$ cat config.mk
export PLATFORM = sky130hd
export DESIGN_NAME = muldiv_seq_flat
export DESIGN_NICKNAME = d
export VERILOG_FILES = /design/src/rtl/muldiv_pkg.sv /design/src/rtl/muldiv_seq_if.sv /design/src/rtl/muldiv_step.sv /design/src/rtl/muldiv_seq.sv /design/src/flat_wrapper.sv
export SDC_FILE = /design/constraint.sdc
export NUM_CORES = 1
export LEC_CHECK = 0
export CORE_MARGIN = 2
export CORE_UTILIZATION = 45
export DETAILED_ROUTE_END_ITERATION = 16
export PLACE_DENSITY_LB_ADDON = 0.25
export SKIP_CTS_REPAIR_TIMING = 1
export SYNTH_ARGS = -nofsm -noshare
export SYNTH_HDL_FRONTEND = slang
export SYNTH_SLANG_ARGS = --single-unit
$ cat constraint.sdc
create_clock -name clk -period 7.3 [get_ports clk]
set_input_delay 2.19 -clock clk [delete_from_list [all_inputs] [get_ports clk]]
set_output_delay 2.19 -clock clk [all_outputs]
set_load 0.05 [all_outputs]
$ cat src/rtl/muldiv_pkg.sv
// muldiv_pkg: shared op and state encodings for the iterative multiply/divide unit
package muldiv_pkg;
    localparam logic [1:0] OP_MULTU = 2'b00;
    localparam logic [1:0] OP_MULT  = 2'b01;
    localparam logic [1:0] OP_DIVU  = 2'b10;
    localparam logic [1:0] OP_DIV   = 2'b11;
    typedef enum logic [1:0] {S_IDLE, S_CALC, S_FIX, S_DONE} state_t;
endpackage

$ cat src/rtl/muldiv_seq_if.sv
// muldiv_seq_if: start/busy/done handshake, direct HI/LO write port and HI/LO results
//   master drives start, op, a, b, cancel, we_hi, we_lo, wd
//   slave drives busy, done, dz, hi, lo
interface muldiv_seq_if #(parameter int wide = 32);
    logic            start;
    logic [1:0]      op;
    logic [wide-1:0] a;
    logic [wide-1:0] b;
    logic            cancel;
    logic            we_hi;
    logic            we_lo;
    logic [wide-1:0] wd;
    logic            busy;
    logic            done;
    logic            dz;
    logic [wide-1:0] hi;
    logic [wide-1:0] lo;
    modport master (output start, op, a, b, cancel, we_hi, we_lo, wd, input busy, done, dz, hi, lo);
    modport slave (input start, op, a, b, cancel, we_hi, we_lo, wd, output busy, done, dz, hi, lo);
endinterface

$ cat src/rtl/muldiv_step.sv
// muldiv_step: one combinational multiply (shift-add) or restoring-divide iteration
//   mode: 0 multiply, 1 divide; acc: 2*wide accumulator; operand: multiplicand or divisor
//   acc_nxt: accumulator after the step; q_bit: quotient bit (0 when multiplying)
module muldiv_step #(parameter int wide = 32) (
    input  logic              mode,
    input  logic [2*wide-1:0] acc,
    input  logic [wide-1:0]   operand,
    output logic [2*wide-1:0] acc_nxt,
    output logic              q_bit
);
    logic [wide:0] sum;
    logic [wide:0] trial;
    always_comb begin
        sum     = {1'b0, acc[2*wide-1:wide]} + (acc[0] ? {1'b0, operand} : '0);
        trial   = acc[2*wide-1:wide-1] - {1'b0, operand};
        q_bit   = mode & ~trial[wide];
        // divide leaves bit 0 clear; the caller ORs q_bit in
        acc_nxt = mode ? {(q_bit ? trial[wide-1:0] : acc[2*wide-2:wide-1]), acc[wide-2:0], 1'b0}
                       : {sum, acc[wide-1:1]};
    end
endmodule

$ cat src/rtl/muldiv_seq.sv
// muldiv_seq: iterative signed/unsigned multiply/divide unit owning the HI/LO pair
//   clk, rst: clock and asynchronous active-high reset
//   bus: start/op/a/b/cancel request, we_hi/we_lo/wd direct writes, busy/done/dz/hi/lo status
module muldiv_seq
    import muldiv_pkg::*;
#(
    parameter  int wide = 32,
    localparam int cw   = $clog2(wide) + 1
) (
    input logic          clk,
    input logic          rst,
    muldiv_seq_if.slave  bus
);
    state_t            state_q, state_d;
    logic [cw-1:0]     cnt_q, cnt_d;
    logic              div_q, div_d;
    logic              sa_q, sa_d, sb_q, sb_d, bz_q, bz_d, dz_q, dz_d;
    logic [wide-1:0]   opnd_q, opnd_d, hi_q, hi_d, lo_q, lo_d;
    logic [2*wide-1:0] acc_q, acc_d, acc_step, prod;
    logic [wide-1:0]   am, bm, quo, rem;
    logic              sa_in, sb_in, q_bit;

    muldiv_step #(.wide(wide)) u_step (
        .mode    (div_q),
        .acc     (acc_q),
        .operand (opnd_q),
        .acc_nxt (acc_step),
        .q_bit   (q_bit)
    );

    always_comb begin
        sa_in   = bus.op[0] & bus.a[wide-1];
        sb_in   = bus.op[0] & bus.b[wide-1];
        am      = sa_in ? -bus.a : bus.a;
        bm      = sb_in ? -bus.b : bus.b;
        prod    = (sa_q ^ sb_q) ? -acc_q : acc_q;
        quo     = (sa_q ^ sb_q) ? -acc_q[wide-1:0] : acc_q[wide-1:0];
        rem     = sa_q ? -acc_q[2*wide-1:wide] : acc_q[2*wide-1:wide];
        state_d = state_q;
        cnt_d   = cnt_q;
        div_d   = div_q;
        sa_d    = sa_q;
        sb_d    = sb_q;
        bz_d    = bz_q;
        dz_d    = dz_q;
        opnd_d  = opnd_q;
        acc_d   = acc_q;
        hi_d    = hi_q;
        lo_d    = lo_q;
        case (state_q)
            S_IDLE: begin
                hi_d = bus.we_hi ? bus.wd : hi_q;
                lo_d = bus.we_lo ? bus.wd : lo_q;
                if (bus.start && !bus.cancel) begin
                    state_d = S_CALC;
                    cnt_d   = '0;
                    div_d   = bus.op[1];
                    sa_d    = sa_in;
                    sb_d    = sb_in;
                    bz_d    = bus.b == '0;
                    opnd_d  = bus.op[1] ? bm : am;
                    acc_d   = {{wide{1'b0}}, bus.op[1] ? am : bm};
                end
            end
            S_CALC: begin
                state_d = bus.cancel ? S_IDLE : (cnt_q == cw'(wide - 1) ? S_FIX : S_CALC);
                cnt_d   = cnt_q + cw'(1);
                acc_d   = acc_step | {{(2*wide-1){1'b0}}, q_bit};
            end
            S_FIX: begin
                state_d = bus.cancel ? S_IDLE : S_DONE;
                if (!bus.cancel) begin
                    {hi_d, lo_d} = div_q ? {rem, quo} : prod;
                    // dz is sticky across multiplies by zero; any other completion rewrites it
                    dz_d = (div_q && bz_q) ? 1'b1 : (bz_q ? dz_q : 1'b0);
                end
            end
            S_DONE: state_d = S_IDLE;
            default: state_d = S_IDLE;
        endcase
    end

    always_ff @(posedge clk or posedge rst) begin
        if (rst) begin
            state_q <= S_IDLE;
            cnt_q   <= '0;
            div_q   <= 1'b0;
            sa_q    <= 1'b0;
            sb_q    <= 1'b0;
            bz_q    <= 1'b0;
            dz_q    <= 1'b0;
            opnd_q  <= '0;
            acc_q   <= '0;
            hi_q    <= '0;
            lo_q    <= '0;
        end else begin
            state_q <= state_d;
            cnt_q   <= cnt_d;
            div_q   <= div_d;
            sa_q    <= sa_d;
            sb_q    <= sb_d;
            bz_q    <= bz_d;
            dz_q    <= dz_d;
            opnd_q  <= opnd_d;
            acc_q   <= acc_d;
            hi_q    <= hi_d;
            lo_q    <= lo_d;
        end
    end

    assign bus.busy = (state_q == S_CALC) || (state_q == S_FIX);
    assign bus.done = state_q == S_DONE;
    assign bus.dz   = dz_q;
    assign bus.hi   = hi_q;
    assign bus.lo   = lo_q;
endmodule

$ cat src/flat_wrapper.sv
// flat-port wrapper written by rule: the top's interface ports become plain ports
module muldiv_seq_flat import muldiv_pkg::*;
#(
    parameter  int wide = 32,
    localparam int cw   = $clog2(wide) + 1
)
  (clk, rst, bus_start, bus_op, bus_a, bus_b, bus_cancel, bus_we_hi, bus_we_lo, bus_wd, bus_busy, bus_done, bus_dz, bus_hi, bus_lo);
  muldiv_seq_if #(.wide(wide)) bus_i ();
  input logic clk;
  input logic rst;
  input wire logic [$bits(bus_i.start)-1:0] bus_start;
  input wire logic [$bits(bus_i.op)-1:0] bus_op;
  input wire logic [$bits(bus_i.a)-1:0] bus_a;
  input wire logic [$bits(bus_i.b)-1:0] bus_b;
  input wire logic [$bits(bus_i.cancel)-1:0] bus_cancel;
  input wire logic [$bits(bus_i.we_hi)-1:0] bus_we_hi;
  input wire logic [$bits(bus_i.we_lo)-1:0] bus_we_lo;
  input wire logic [$bits(bus_i.wd)-1:0] bus_wd;
  output wire logic [$bits(bus_i.busy)-1:0] bus_busy;
  output wire logic [$bits(bus_i.done)-1:0] bus_done;
  output wire logic [$bits(bus_i.dz)-1:0] bus_dz;
  output wire logic [$bits(bus_i.hi)-1:0] bus_hi;
  output wire logic [$bits(bus_i.lo)-1:0] bus_lo;
  assign bus_i.start = bus_start;
  assign bus_i.op = bus_op;
  assign bus_i.a = bus_a;
  assign bus_i.b = bus_b;
  assign bus_i.cancel = bus_cancel;
  assign bus_i.we_hi = bus_we_hi;
  assign bus_i.we_lo = bus_we_lo;
  assign bus_i.wd = bus_wd;
  assign bus_busy = bus_i.busy;
  assign bus_done = bus_i.done;
  assign bus_dz = bus_i.dz;
  assign bus_hi = bus_i.hi;
  assign bus_lo = bus_i.lo;
  muldiv_seq #(.wide(wide)) u_core (.clk(clk), .rst(rst), .bus(bus_i));
endmodule
==> flow_summary.toml <==
[final_layout]
fin_cells = 2431
num-nets-final = 2154
syn_to_final_growth_pct = 18.1
fillers = 3117
drive_gt1_share_pct = 4.88
postLayoutCellArea_um2 = 17400

[route]
drc = 0
route.met3.wl_mm = 3.22
drt-pass1-iter-count = 7
drt_iter0_markers = 1344
routedLengthMet1_mm = 22.2
top_layer_used = "met5"
routed_wl_mm = 48.4
vias_per_cell = 5.93
postRouteAntennaNets = 0
wire_per_inst_um = 19.9
dr_total_vias = 14400
wl_met2_mm = 21.7

[placed_design]
io_buffers = 170
gp_congestion = 0.927
dp_cells = 2398
placed_area_um2 = 16800
dpl.hpwl_mm = 37.0

[yosys]
ys.flop_type = "dfrtp_1"
yosysWarnings = 0
synth.distinct_cells = 77
syn_inst = 1874
postSynthAreaPerCell_um2 = 7.85
ys_async_sr_fraction_pct = 100
synthesis.nets = 2053
synth-seq-cells = 173
syn_area_um2 = 14700
synth_edf_count = 0
seq_area_frac_synth_pct = 29.4

[clocking]
cts_buffer_depth = 2
clk_pin_slew_worst_paths_ps = 70
clock-sinks = 173
cts_tree = "built"
clk_latency_ps = 450
numCtsBuffers = 17
h-tree-depth = 4
cts-root-buf = "clkbuf_16"

[power_and_ir_drop]
p_total_w = 0.00807
p_comb_share_pct = 64.9
cellPowerDensity_nw_per_um2 = 465
p_int_w = 0.00383
p_switching_w = 0.00425
irDropWorstVdd_mv = 0.264
leakage_nw = 7.43
seq_power_share_pct = 23.0
p_sw_share_pct = 52.6
clkPwrFrac_pct = 12.1

[sta]
period_minus_slack_ps = 4980
hold_slack_ps = 479
rsz0062_at_grt = "no"
fin_skew_ps = 16.1
maxSlewHeadroom_pct = 22.5
fin_tns_setup_ps = 0
hold_viol = 0
fmax_mhz = 201
worst_slew_pin_slew_ps = 1160
finalCritPeriodShare_pct = 68.2
setup_viol = 0
maxSlewViolCount = 0

[worst_hold_path]
hold_path.class = "reg -> reg"
whs_path_depth = 1

[grt]
grt_pass1_vias = 13400
grt_antenna_before_repair = 5
grt_pass1_wl_mm = 75.2
grt_max_degree = 101
grt_remaining_overflow = 0
track_usage_pct = 28.4

[flow_run]
max_cap_viol_count = 0

[worst_setup_path]
crit_fanout = 5
required_ps = 7620
worstPathArrival_ps = 5310
endpoint_kind = "flip-flop"
cp-start-kind = "input pin"
crit_type = "in -> reg"
ff2ff_path_depth = 14

[die]
die_h_um = 185
coreArea_um2 = 32400
io-pin-count = 171
initial_core_util_pct = 45.4
die_w_um = 185
num_rows = 66
die_area_um2 = 34100

[status]
outcome = "finished clean"
[Yosys cell counts (39+ instances only)]
master / count / area (um^2)
o21ai_0: 199 / 996
nor3_1: 39 / 195
inv_1: 63 / 236
nor2_1: 204 / 766
xnor2_1: 79 / 692
xor2_1: 96 / 841
clkbuf_1: 87 / 327
mux2i_1: 46 / 460
dfrtp_1: 173 / 4330
nand2_1: 190 / 713
ha_1: 73 / 913
a21o_1: 52 / 390
a211oi_1: 54 / 405
a21oi_1: 176 / 881
[registers in the layout (all words and copies together) (netlist names)]
name,cells
u_core.bus.lo,32
u_core.sb_q,1
u_core.cnt_q,6
u_core.bus.hi,32
u_core.bus.dz,1
u_core.sa_q,1
u_core.acc_q,64
u_core.state_q,2
u_core.bz_q,1
u_core.div_q,1
u_core.opnd_q,32
[logic make-up after synthesis]
| kind of cell | Yosys count | share of synthesized area, % |
|---|---|---|
| AOI/OAI and AO/OA | 649 | 27.1 |
| and+or+nand+nor | 567 | 17.4 |
| xor gates and xnor gates | 176 | 10.5 |
| DFF | 173 | 29.4 |
| buffers and inverters | 168 | 4.34 |
| adders and majority gates | 75 | 6.48 |
| muxes | 66 | 4.66 |
[cell type report]
class                   count  area [um^2]  share of cell area, %
flip-flops and latches    173         4330                   24.9
inverters                  63          241                   1.39
diodes                      2         5.00                 0.0288
repair buffers            187         1820                   10.5
multi-input cells        1533         9810                   56.5
clock inverters            13          178                   1.02
well taps                 442          553                   3.18
clock buffers              18          429                   2.47
[layer usage]
metal | up-vias | GRT usage, %
li1 | 6960 | -
met1 | 6815 | 40.3
met2 | 549 | 44.4
met3 | 76 | 4.70
met4 | 6 | 8.92
met5 | - | 0
[final timing paths]
check	endpoint	startpoint	slack [ps]
setup / recovery	u_core.acc_q[28]$_DFFE_PP0P_	bus_b[0]	2320
hold / removal	u_core.bus.hi[22]$_DFFE_PP0P_	u_core.bus.hi[22]$_DFFE_PP0P_	480
setup reg to reg	u_core.acc_q[60]$_DFFE_PP0P_	u_core.acc_q[31]$_DFFE_PP0P_	2820
hold reg to reg	u_core.bus.hi[22]$_DFFE_PP0P_	u_core.bus.hi[22]$_DFFE_PP0P_	480
max in group asynchronous	u_core.acc_q[53]$_DFFE_PP0P_	rst	3870
min in group asynchronous	u_core.bus.lo[8]$_DFFE_PP0P_	rst	2280
[through the flow]
step | worst slack, ps | utilization, %
4_1_cts | 2350 | 53.6
5_1_grt | 2040 | 53.6
3_3_place_gp | 2040 | 51.8
3_5_place_dp | 1900 | 51.8
6_report | 2320 | 53.7
2_1_floorplan | 422 | -
[cells in the final DEF, fill, tap and decap left out, types with 17 or more instances in the layout]
master	synthesis	final
a211oi_1	54	54
a21o_1	52	52
a21oi_1	176	176
a22oi_1	19	19
buf_4	0	17
clkbuf_16	0	17
clkdlybuf4s50_1	0	169
dfrtp_1	173	172
ha_1	73	72
inv_1	63	62
mux2_2	20	20
mux2i_1	46	46
nand2_1	190	190
nand2b_1	18	18
nand3_1	19	18
nor2_1	204	203
nor3_1	39	39
nor4_1	20	20
o21ai_0	199	199
o31ai_1	20	20
xnor2_1	79	79
xor2_1	96	96
[worst max-delay path, stage by stage]
cell and delay (ps):
clkdlybuf4s50_1 500, inv_1 130, ha_1 170, nand2_1 90
nor4_1 640, and3b_1 350, nand2_1 120, o41ai_1 410
xor2_1 220, o21ai_0 120, a221o_1 360
[power by group through the flow]
| stage | clock network (W) | registers [W] | logic (W) |
|---|---|---|---|
| detailed placement | 0 | 0.00185 | 0.00517 |
| CTS | 0.000988 | 0.00184 | 0.00520 |
| finish | 0.000977 | 0.00185 | 0.00524 |
| global placement | 0 | 0.00184 | 0.00511 |
| global route | 0.00103 | 0.00191 | 0.00569 |
| floorplan | 0 | 0.00227 | 0.00314 |
No activity file was read; power rests on OpenSTA's default activity.
